<file path="config.mk">
export PLATFORM = sky130hd
export DESIGN_NAME = s2a_controller_flat
export DESIGN_NICKNAME = d
export VERILOG_FILES = /design/src/rtl/s2a_pkg.sv /design/src/rtl/s2a_controller_if.sv /design/src/rtl/s2a_buffer.sv /design/src/rtl/s2a_controller.sv /design/src/flat_wrapper.sv
export SDC_FILE = /design/constraint.sdc
export NUM_CORES = 1
export LEC_CHECK = 0
export CELL_PAD_IN_SITES_DETAIL_PLACEMENT = 0
export CELL_PAD_IN_SITES_GLOBAL_PLACEMENT = 1
export CORE_MARGIN = 4
export CORE_UTILIZATION = 56
export CTS_CLUSTER_DIAMETER = 40
export DETAILED_ROUTE_END_ITERATION = 7
export PLACE_DENSITY_LB_ADDON = 0.12
export SLEW_MARGIN = 40
export SYNTH_ARGS = -nofsm -noshare
export SYNTH_HDL_FRONTEND = slang
export SYNTH_SLANG_ARGS = --single-unit
</file>
<file path="constraint.sdc">
create_clock -name AXI_clk -period 5.92 [get_ports AXI_clk]
set_clock_uncertainty 0.05 [all_clocks]
set_input_delay 1.184 -clock AXI_clk [delete_from_list [all_inputs] [get_ports AXI_clk]]
set_output_delay 1.184 -clock AXI_clk [all_outputs]
set_load 0.01 [all_outputs]
</file>
<file path="src/rtl/s2a_pkg.sv">
// Shared types and AXI constants for the stream-to-AXI write master.
// Block addressing helper keeps the 64 B alignment arithmetic in one place.
package s2a_pkg;

  typedef enum logic [1:0] {
    S_IDLE = 2'd0,
    S_ADDR = 2'd1,
    S_DATA = 2'd2,
    S_RESP = 2'd3
  } s2a_state_e;

  localparam logic [3:0] LEN16     = 4'hf;
  localparam logic [2:0] SIZE4     = 3'b010;
  localparam logic [1:0] INCR      = 2'b01;
  localparam logic [1:0] OKAY      = 2'b00;
  localparam logic [3:0] STRB_ALL  = 4'hf;
  localparam logic [3:0] LAST_BEAT = 4'hf;

  localparam int BLK_BYTES = 64;
  localparam int BLK_SHIFT = $clog2(BLK_BYTES);
  localparam int BLK_AW    = 32 - BLK_SHIFT;

  // Base (already stripped of its low offset bits) plus block index, re-aligned.
  function automatic logic [31:0] blk_addr(input logic [BLK_AW-1:0] base_blk,
                                           input logic [BLK_AW-1:0] idx);
    logic [BLK_AW-1:0] blk;
    blk = base_blk + idx;
    return {blk, {BLK_SHIFT{1'b0}}};
  endfunction

endpackage

</file>
<file path="src/rtl/s2a_controller_if.sv">
// AXI write-channel bundle (AW, W, B) between the stream master and the interconnect.
// Handshake rule on every channel: a beat transfers on the rising edge where
// valid and ready are both 1; once valid rises, the source holds it and its
// payload stable until that edge, and ready may toggle freely.
interface s2a_controller_if;

  logic [31:0] awaddr;
  logic [3:0]  awlen;
  logic [2:0]  awsize;
  logic [1:0]  awburst;
  logic        awvalid;
  logic        awready;

  logic [31:0] wdata;
  logic [3:0]  wstrb;
  logic        wlast;
  logic        wvalid;
  logic        wready;

  logic [1:0]  bresp;
  logic        bvalid;
  logic        bready;

  modport master (
    output awaddr, awlen, awsize, awburst, awvalid,
    input  awready,
    output wdata, wstrb, wlast, wvalid,
    input  wready,
    input  bresp, bvalid,
    output bready
  );

  modport slave (
    input  awaddr, awlen, awsize, awburst, awvalid,
    output awready,
    input  wdata, wstrb, wlast, wvalid,
    output wready,
    output bresp, bvalid,
    input  bready
  );

endinterface

</file>
<file path="src/rtl/s2a_buffer.sv">
// 32x32 ping-pong sample store: synchronous write, asynchronous read.
// No reset on the array so it maps onto distributed RAM.
module s2a_buffer (
  input  logic        clk,
  input  logic        we,
  input  logic [4:0]  waddr,
  input  logic [31:0] wdata,
  input  logic [4:0]  raddr,
  output logic [31:0] rdata
);

  logic [31:0] mem [32];

  always_ff @(posedge clk) begin
    if (we) begin
      mem[waddr] <= wdata;
    end
  end

  assign rdata = mem[raddr];

endmodule

</file>
<file path="src/rtl/s2a_controller.sv">
// Stream-to-AXI write master: fills a 32-word ping-pong buffer and writes each
// completed 16-word half as one INCR burst into a circular OCM window.
module s2a_controller
  import s2a_pkg::*;
#(
  parameter logic [31:0] ocm_haddr = 32'hfffd0000,
  parameter int          ocm_width = 16
) (
  input  logic             AXI_clk,
  input  logic             rst_n,
  input  logic             sync,
  input  logic             Ien,
  input  logic [31:0]      Idata,
  s2a_controller_if.master axi,
  output logic [31:0]      s2a_cnt,
  output logic             s2a_err,
  output s2a_state_e       state
);

  localparam int IDX_W = ocm_width - 6;

  logic [35:0]       cnt;
  logic [1:0]        pending;
  logic [1:0]        pending_nxt;
  logic [31:0]       addr_q [2];
  logic              rd_half;
  logic              flush;
  logic [3:0]        beat;
  logic [31:0]       rd_word;

  logic              wr_en;
  logic              fill_done;
  logic              fill_half;
  logic              resp_done;
  logic              err_set;
  logic [IDX_W-1:0]  blk_idx;
  logic [31:0]       fill_addr;

  // sync drops a word presented in the same cycle.
  assign wr_en     = Ien && !sync;
  assign fill_half = cnt[4];
  assign fill_done = wr_en && (cnt[3:0] == 4'hf);
  assign resp_done = (state == S_RESP) && axi.bvalid && axi.bready;

  assign blk_idx   = cnt[ocm_width-3:4];
  assign fill_addr = blk_addr(ocm_haddr[31:BLK_SHIFT], BLK_AW'(blk_idx));

  assign err_set = (fill_done && pending[fill_half]) ||
                   (resp_done && (axi.bresp != OKAY));

  // A fill setting a flag wins over the burst completion clearing it.
  always_comb begin
    pending_nxt = pending;
    if (resp_done) begin
      pending_nxt[rd_half] = 1'b0;
    end
    if (fill_done) begin
      pending_nxt[fill_half] = 1'b1;
    end
  end

  s2a_buffer u_buf (
    .clk   (AXI_clk),
    .we    (wr_en),
    .waddr (cnt[4:0]),
    .wdata (Idata),
    .raddr ({rd_half, beat}),
    .rdata (rd_word)
  );

  always_ff @(posedge AXI_clk or negedge rst_n) begin
    if (!rst_n) begin
      cnt       <= '0;
      pending   <= '0;
      s2a_err   <= 1'b0;
      addr_q[0] <= '0;
      addr_q[1] <= '0;
    end else if (sync) begin
      cnt     <= '0;
      pending <= '0;
      s2a_err <= 1'b0;
    end else begin
      if (wr_en) begin
        cnt <= cnt + 36'd1;
      end
      if (fill_done) begin
        addr_q[fill_half] <= fill_addr;
      end
      pending <= pending_nxt;
      if (err_set) begin
        s2a_err <= 1'b1;
      end
    end
  end

  always_ff @(posedge AXI_clk or negedge rst_n) begin
    if (!rst_n) begin
      state       <= S_IDLE;
      axi.awaddr  <= '0;
      axi.awvalid <= 1'b0;
      axi.wvalid  <= 1'b0;
      axi.bready  <= 1'b0;
      beat        <= '0;
      rd_half     <= 1'b0;
      flush       <= 1'b0;
    end else begin
      // Restart during a burst: let it finish, then resume from half 0.
      if (sync && (state != S_IDLE)) begin
        flush <= 1'b1;
      end
      case (state)
        S_IDLE: begin
          if (sync) begin
            rd_half <= 1'b0;
          end else if (pending[rd_half]) begin
            axi.awaddr  <= addr_q[rd_half];
            axi.awvalid <= 1'b1;
            state       <= S_ADDR;
          end
        end
        S_ADDR: begin
          if (axi.awready) begin
            axi.awvalid <= 1'b0;
            axi.wvalid  <= 1'b1;
            beat        <= '0;
            state       <= S_DATA;
          end
        end
        S_DATA: begin
          if (axi.wready) begin
            beat <= beat + 4'd1;
            if (beat == LAST_BEAT) begin
              axi.wvalid <= 1'b0;
              axi.bready <= 1'b1;
              state      <= S_RESP;
            end
          end
        end
        S_RESP: begin
          if (axi.bvalid) begin
            axi.bready <= 1'b0;
            rd_half    <= (flush || sync) ? 1'b0 : ~rd_half;
            flush      <= 1'b0;
            state      <= S_IDLE;
          end
        end
        default: state <= S_IDLE;
      endcase
    end
  end

  assign axi.awlen   = LEN16;
  assign axi.awsize  = SIZE4;
  assign axi.awburst = INCR;
  assign axi.wstrb   = STRB_ALL;
  assign axi.wdata   = rd_word;
  assign axi.wlast   = axi.wvalid && (beat == LAST_BEAT);

  assign s2a_cnt = cnt[35:4];

endmodule

</file>
<file path="src/flat_wrapper.sv">
// flat-port wrapper written by rule: the top's interface ports become plain ports
module s2a_controller_flat import s2a_pkg::*;
#(
  parameter logic [31:0] ocm_haddr = 32'hfffd0000,
  parameter int          ocm_width = 16
)
  (AXI_clk, rst_n, sync, Ien, Idata, s2a_cnt, s2a_err, state, axi_awaddr, axi_awlen, axi_awsize, axi_awburst, axi_awvalid, axi_awready, axi_wdata, axi_wstrb, axi_wlast, axi_wvalid, axi_wready, axi_bresp, axi_bvalid, axi_bready);
  s2a_controller_if axi_i ();
  input  logic AXI_clk;
  input  logic rst_n;
  input  logic sync;
  input  logic Ien;
  input  logic [31:0] Idata;
  output logic [31:0] s2a_cnt;
  output logic s2a_err;
  output s2a_state_e state;
  output wire logic [$bits(axi_i.awaddr)-1:0] axi_awaddr;
  output wire logic [$bits(axi_i.awlen)-1:0] axi_awlen;
  output wire logic [$bits(axi_i.awsize)-1:0] axi_awsize;
  output wire logic [$bits(axi_i.awburst)-1:0] axi_awburst;
  output wire logic [$bits(axi_i.awvalid)-1:0] axi_awvalid;
  input wire logic [$bits(axi_i.awready)-1:0] axi_awready;
  output wire logic [$bits(axi_i.wdata)-1:0] axi_wdata;
  output wire logic [$bits(axi_i.wstrb)-1:0] axi_wstrb;
  output wire logic [$bits(axi_i.wlast)-1:0] axi_wlast;
  output wire logic [$bits(axi_i.wvalid)-1:0] axi_wvalid;
  input wire logic [$bits(axi_i.wready)-1:0] axi_wready;
  input wire logic [$bits(axi_i.bresp)-1:0] axi_bresp;
  input wire logic [$bits(axi_i.bvalid)-1:0] axi_bvalid;
  output wire logic [$bits(axi_i.bready)-1:0] axi_bready;
  assign axi_awaddr = axi_i.awaddr;
  assign axi_awlen = axi_i.awlen;
  assign axi_awsize = axi_i.awsize;
  assign axi_awburst = axi_i.awburst;
  assign axi_awvalid = axi_i.awvalid;
  assign axi_i.awready = axi_awready;
  assign axi_wdata = axi_i.wdata;
  assign axi_wstrb = axi_i.wstrb;
  assign axi_wlast = axi_i.wlast;
  assign axi_wvalid = axi_i.wvalid;
  assign axi_i.wready = axi_wready;
  assign axi_i.bresp = axi_bresp;
  assign axi_i.bvalid = axi_bvalid;
  assign axi_bready = axi_i.bready;
  s2a_controller #(.ocm_haddr(ocm_haddr), .ocm_width(ocm_width)) u_core (.AXI_clk(AXI_clk), .rst_n(rst_n), .sync(sync), .Ien(Ien), .Idata(Idata), .axi(axi_i), .s2a_cnt(s2a_cnt), .s2a_err(s2a_err), .state(state));
endmodule
</file>
# --- After elaboration in Yosys (flattened, before gate mapping) ---
# Memory sizes are Yosys's and may differ from the RTL's.
# Index checks and enable logic that the tools add are counted.
totals:
  ff_bits: 146
  ram_bits: 1024
  output_inout_bits: 116
  wordCells: 126
  memories: 1
op_classes:
  n_addsub: 3
  magnitude_cmp: 7
  n_eq_ne: 12
  mux: 52
  bitwise_logic: 7
  n_reduce_logical: 31
mem_list:
  columns: ["name", "words", "width", "read_ports", "rd_clocked_by_memory_dff", "wr", "line_no", "source"]
  rows:
  - ["u_core.u_buf.mem", 32, 32, 1, 0, 1, "s2a_buffer.sv:12", "logic [31:0] mem [32];"]
op_table:
  columns: ["op", "n"]
  rows:
  - ["32-bit 2-to-1 mux", 4]
  - ["36-bit 2-to-1 mux", 2]
  - ["64-bit bitwise mux", 1]
  - ["36-bit by 1-bit adder with 36-bit output (second input constant)", 1]
  - ["32-bit demux with 1-bit select", 1]
  - ["1-bit 2-to-1 mux", 25]
  - ["2-bit 2-to-1 mux", 9]
  - ["2-bit nonzero test", 8]
  - ["13-bit by 11-bit adder with 14-bit output (first input constant)", 1]
  - ["4-bit AND reduction", 3]
  - ["1-bit logical AND", 11]
  - ["2-bit != test (second input constant)", 5]
  - ["3-bit AND reduction", 3]
  - ["4-bit equality test (second input constant)", 2]
  - ["4-bit 2-to-1 mux", 2]
  - ["1-bit one-hot mux with 2 select lines", 4]
  - ["2-bit one-hot mux with 4 select lines", 1]
  - ["4-bit one-hot mux with 2 select lines", 1]
  - ["6-bit AND reduction", 1]
  - ["4-bit by 1-bit adder with 4-bit output (second input constant)", 1]
  - ["2-bit equality test (second input constant)", 2]
  - ["2-bit greater-or-equal comparator (second input constant)", 2]
  - ["1-bit by 2-bit < comparator with 1-bit output (second input constant)", 2]
  - ["2-bit by 1-bit != test with 1-bit output (second input constant)", 2]
  - ["other kinds (13)", 18]

# --- Depth between registers and ports, before layout ---
logic_depth:
  depth_word: 10
  mapped_depth: 8
  ltp_nobuf: 7

# --- Cells and area by module ---
# A second synthesis with hierarchy kept.
unflattened:
  cells_unflattened: 2678
  hier_area_um2: 44312.5
modules_own_cells:
  columns: ["mod", "instances", "cells_each", "area_each_um2"]
  rows:
  - ["s2a_buffer", 1, 2228, 39854.5]
  - ["s2a_controller", 1, 450, 4458.0]

# --- Worst setup path after synthesis ---
# No wires, ideal clock.
synth_path:
  kind: "input -> register"
  startpoint: "input port sync"
  endpoint: "memory u_core.u_buf.mem[13][0], enable pin"
  setup_ns: 0.461
  arrival_time_ns: 3.955
  setup_slack_ns: 1.454
  path_stages: 4
  path_cell_list: "buf_2 -> and2b_1 -> nand2_1 -> nor3_1"
synth_between:
  elab_chain_cells: 4
synth_lines:
  columns: ["element", "line_no", "source"]
  rows:
  - ["start: declaration", "flat_wrapper.sv:11", "input logic sync;"]
  - ["1-bit logical NOT", "s2a_controller.sv:40", "assign wr_en = Ien && !sync;"]
  - ["1-bit logical AND", "s2a_controller.sv:40", null]
  - ["1-bit 2-to-1 mux", "s2a_buffer.sv:15", "if (we) begin"]
  - ["1-bit 2-to-1 mux (not written as such)", "s2a_buffer.sv:16", "mem[waddr] <= wdata;"]
  - ["end: declaration", "s2a_buffer.sv:12", null]
# Every way passes these cells.

# --- Worst setup path in the final report ---
layout_path:
  startpoint: "register u_core.beat[1]"
  endpoint: "output port axi_wdata[0]"
layout_between:
  elab_chain_cells: 1
layout_lines:
  columns: ["element", "line_no", "source"]
  rows:
  - ["start: declaration", "s2a_controller.sv:28", "logic [3:0] beat;"]
  - ["start signal: assignment", "s2a_controller.sv:131", "beat <= beat + 4'd1;"]
  - ["memory 32 x 32 bit", null, null]
  - ["end: declaration", "flat_wrapper.sv:23", "output wire logic [$bits(axi_i.wdata)-1:0] axi_wdata;"]
# Every way passes these cells.

==> flow_metrics.py <==
metrics = {
    "finish": {
        "syn2layout_area_growth_pct": 16.5,
        "regArea_um2": 32800,
        "multi_input_area_um2": 10400,
        "layout_commonest_cell": "edfxtp_1",
        "fin_nets": 2889,
        "fillers": 5329,
        "drive_gt1_frac": 0.139,
        "mostFrequentLayoutCells": "1,024 x edfxtp_1, 526 x mux2i_1, 144 x clkbuf_16",
    },
    "run_status": {
        "status": "complete, no violations",
    },
    "floorplanning": {
        "dieArea_um2": 83500,
        "io-pin-count": 157,
        "dieWidth_um": 289,
        "die_h_um": 289,
        "rows": 102,
        "start_util": 0.568,
        "core_area_um2": 77800,
    },
    "placement": {
        "gp_congestion": 0.790,
        "preCtsSetupSlack_ps": 1710,
        "hpwl_mm": 60.6,
        "portBuffers": 136,
    },
    "yosys": {
        "synth.top_cell.area_share": 0.695,
        "ys_ff_latch": 1107,
        "synth-warning-count": 0,
        "syn_inst": 2679,
        "yosysTopAreaCell": "edfxtp_1",
        "synth.area.top_cells": "edfxtp_1 70%, mux2i_1 12%, dfrtp_1 4.7%",
        "ys_types": 48,
        "synth-seq-area-share": 0.742,
        "synthesis.area_um2": 44200,
        "syn_avg_cell_area_um2": 16.5,
    },
    "critical_path": {
        "critPathBufInv": 3,
        "cp_max_fo": 28,
        "setup.worst_path.class": "flip-flop to output pin",
        "setup.worst_path.end_class": "output pin",
        "crit_family": "buffers and inverters",
        "arrival_ps": 3710,
        "r2r_setup_slack_ps": 2970,
        "path_cells": "buf_12, buf_4, mux2i_1, a22o_1, nor3_1, a31oi_1, nand3_1, clkdlybuf4s50_1",
        "slowest_stage": "dfrtp_4",
        "cp.required_ps": 4690,
        "slowest_delay_ps": 700,
        "cp-start-kind": "flip-flop",
    },
    "route": {
        "drc": 0,
        "drt_iter0_drc": 2120,
        "wl_per_cell_um": 27.2,
        "vias": 24200,
        "viasPerCell": 6.07,
        "firstDrtPassIters": 7,
        "wirelength_mm": 109,
        "postRouteAntennaNets": 0,
    },
    "timing": {
        "finalSetupViolations": 0,
        "slew_headroom": 0.416,
        "setup_ws_ps": 979,
        "max_freq_mhz": 202,
        "final_hold_viol_count": 0,
        "fin_tns_setup_ps": 0,
        "worstMarginPinSlew_ps": 876,
        "rsz0062_at_grt": "false",
        "holdWs_ps": 280,
        "period_minus_slack_ps": 4940,
        "finalMaxSlewViolations": 0,
        "period_share": 0.835,
    },
    "grt": {
        "antenna_found_initial": 3,
        "overflow": 0,
        "grt_max_degree": 129,
        "grt_pass1_vias": 24500,
        "grt_usage": 0.262,
        "grt_pass1_wl_mm": 159,
    },
    "run": {
        "maxCapViolCount": 0,
    },
    "cts": {
        "clkSinkCount": 1107,
        "cts-root-buf": "clkbuf_16",
        "clk_pin_slew_ps": 50,
        "cts_hold_buf": 0,
        "insertion_delay_ps": 720,
        "clockBufferDepth": 3,
        "cts_made_buffers": 139,
        "cts-resized-gates": 0,
        "htree_levels": 4,
        "cts_setup_buffers": 0,
        "cts_tree": "built",
    },
    "pwr": {
        "netSwitchingFraction": 0.270,
        "pwr-share-comb": 0.192,
        "peakVddDrop_mv": 0.316,
        "power_frac_seq": 0.407,
        "leakagePower_nw": 17.2,
        "clkPwrFrac": 0.401,
        "p_int_mw": 15.6,
        "power-per-cell-area_nw_per_um2": 414,
        "p_switching_mw": 5.77,
    },
    "min_path": {
        "hold_path_class": "primary input to async pin",
    },
}
## power by group through the flow
stage / sequential [mW] / combinational [mW] / clock [mW]
finish: 8.67 / 4.09 / 8.56
global route: 8.68 / 4.35 / 9.03
CTS: 8.67 / 4.11 / 8.67
detailed placement: 8.83 / 4.10 / 0
global placement: 8.83 / 4.09 / 0
floorplan: 8.79 / 2.63 / 0
## layer usage
layer  GRT usage  vias up  wire (um)
li1            -    10700          -
met1       0.369    12400      45800
met2       0.417      997      52100
met3      0.0605      174       8220
met4      0.0711        0       2530
met5           0        -          0
## cell families after synthesis
| group | Yosys count | synth area share |
|---|---|---|
| flip-flops | 1107 | 0.742 |
| multiplexers | 545 | 0.124 |
| buffers and inverters | 229 | 0.0295 |
| XOR/XNOR | 31 | 0.00614 |
| AND/OR/NAND/NOR | 422 | 0.0453 |
| AO/OA/AOI/OAI | 334 | 0.0502 |
| adder cells (fa/ha/maj) | 9 | 0.00255 |
| other | 2 | 0.000170 |
## worst register-to-register path, cell delays in order (launching register included)
cell and delay (ps):
dfrtp_1 780, or3b_2 640, nor2_4 370, buf_4 710
## worst paths after layout
check / from / end / depth (start not counted)
setup / recovery: u_core.beat[1]$_DFFE_PN0P_ / axi_wdata[0] / 8
hold / removal: rst_n / u_core.cnt[35]$_DFFE_PN0P_ / 1
setup reg to reg: u_core.cnt[4]$_DFFE_PN0P_ / u_core.u_buf.mem[19][18]$_DFFE_PP_ / 3
hold reg to reg: u_core.addr_q[62]$_DFFE_PN0P_ / u_core.addr_q[62]$_DFFE_PN0P_ / 1
max in group asynchronous: rst_n / u_core.beat[1]$_DFFE_PN0P_ / 2
min in group AXI_clk: u_core.addr_q[62]$_DFFE_PN0P_ / u_core.addr_q[62]$_DFFE_PN0P_ / 1
## through the flow
step / std cells / power [mW] / instance area, um^2 / utilization
finish: 3993 / 21.3 / 51500 / 0.662
CTS: 3989 / 21.5 / 51400 / 0.661
global placement: 3731 / 12.9 / 46700 / 0.600
floorplan: 2697 / 11.4 / 44300 / -
detailed placement: 3735 / 12.9 / 46700 / 0.600
global route: 3993 / 22.1 / 51500 / 0.662
## final cells by class
class                      instances  share of cell area
multi-input combinational       1361               0.202
inverter                          12            0.000874
clock inverter                    96              0.0211
tap                             1040              0.0253
antenna                            1           0.0000486
clock buffer                     158              0.0716
sequential                      1107               0.637
timing repair buffer             218              0.0414
## sequential cells by signal (all words and copies together) (netlist names)
register / count
u_core.addr_q: 22
u_core.axi.awaddr: 11
u_core.axi.awvalid: 1
u_core.axi.bready: 1
u_core.axi.wvalid: 1
u_core.beat: 4
u_core.cnt: 36
u_core.flush: 1
u_core.pending: 2
u_core.rd_half: 1
u_core.s2a_err: 1
u_core.state: 2
u_core.u_buf.mem: 1024
## cells in the mapped netlist (all sizes together)
cell / number
and3: 7
buf: 168
and4: 5
a211oi: 2
xor2: 25
conb: 2
nand4: 22
and2: 4
a21oi: 120
nor4: 3
o21ai: 12
mux2: 19
nor3: 41
edfxtp: 1024
o311ai: 1
o211ai: 1
and2b: 1
nand3: 110
dfrtp: 83
or3: 5
nand4b: 1
o221ai: 2
ha: 9
clkbuf: 49
xnor2: 6
or3b: 1
a22o: 64
o31a: 1
a22oi: 96
inv: 12
nand3b: 2
a31o: 1
nor2: 87
nor2b: 5
nand2: 120
or2: 4
a31oi: 34
nand2b: 4
mux2i: 526
No activity file was read; power rests on OpenSTA's default activity.
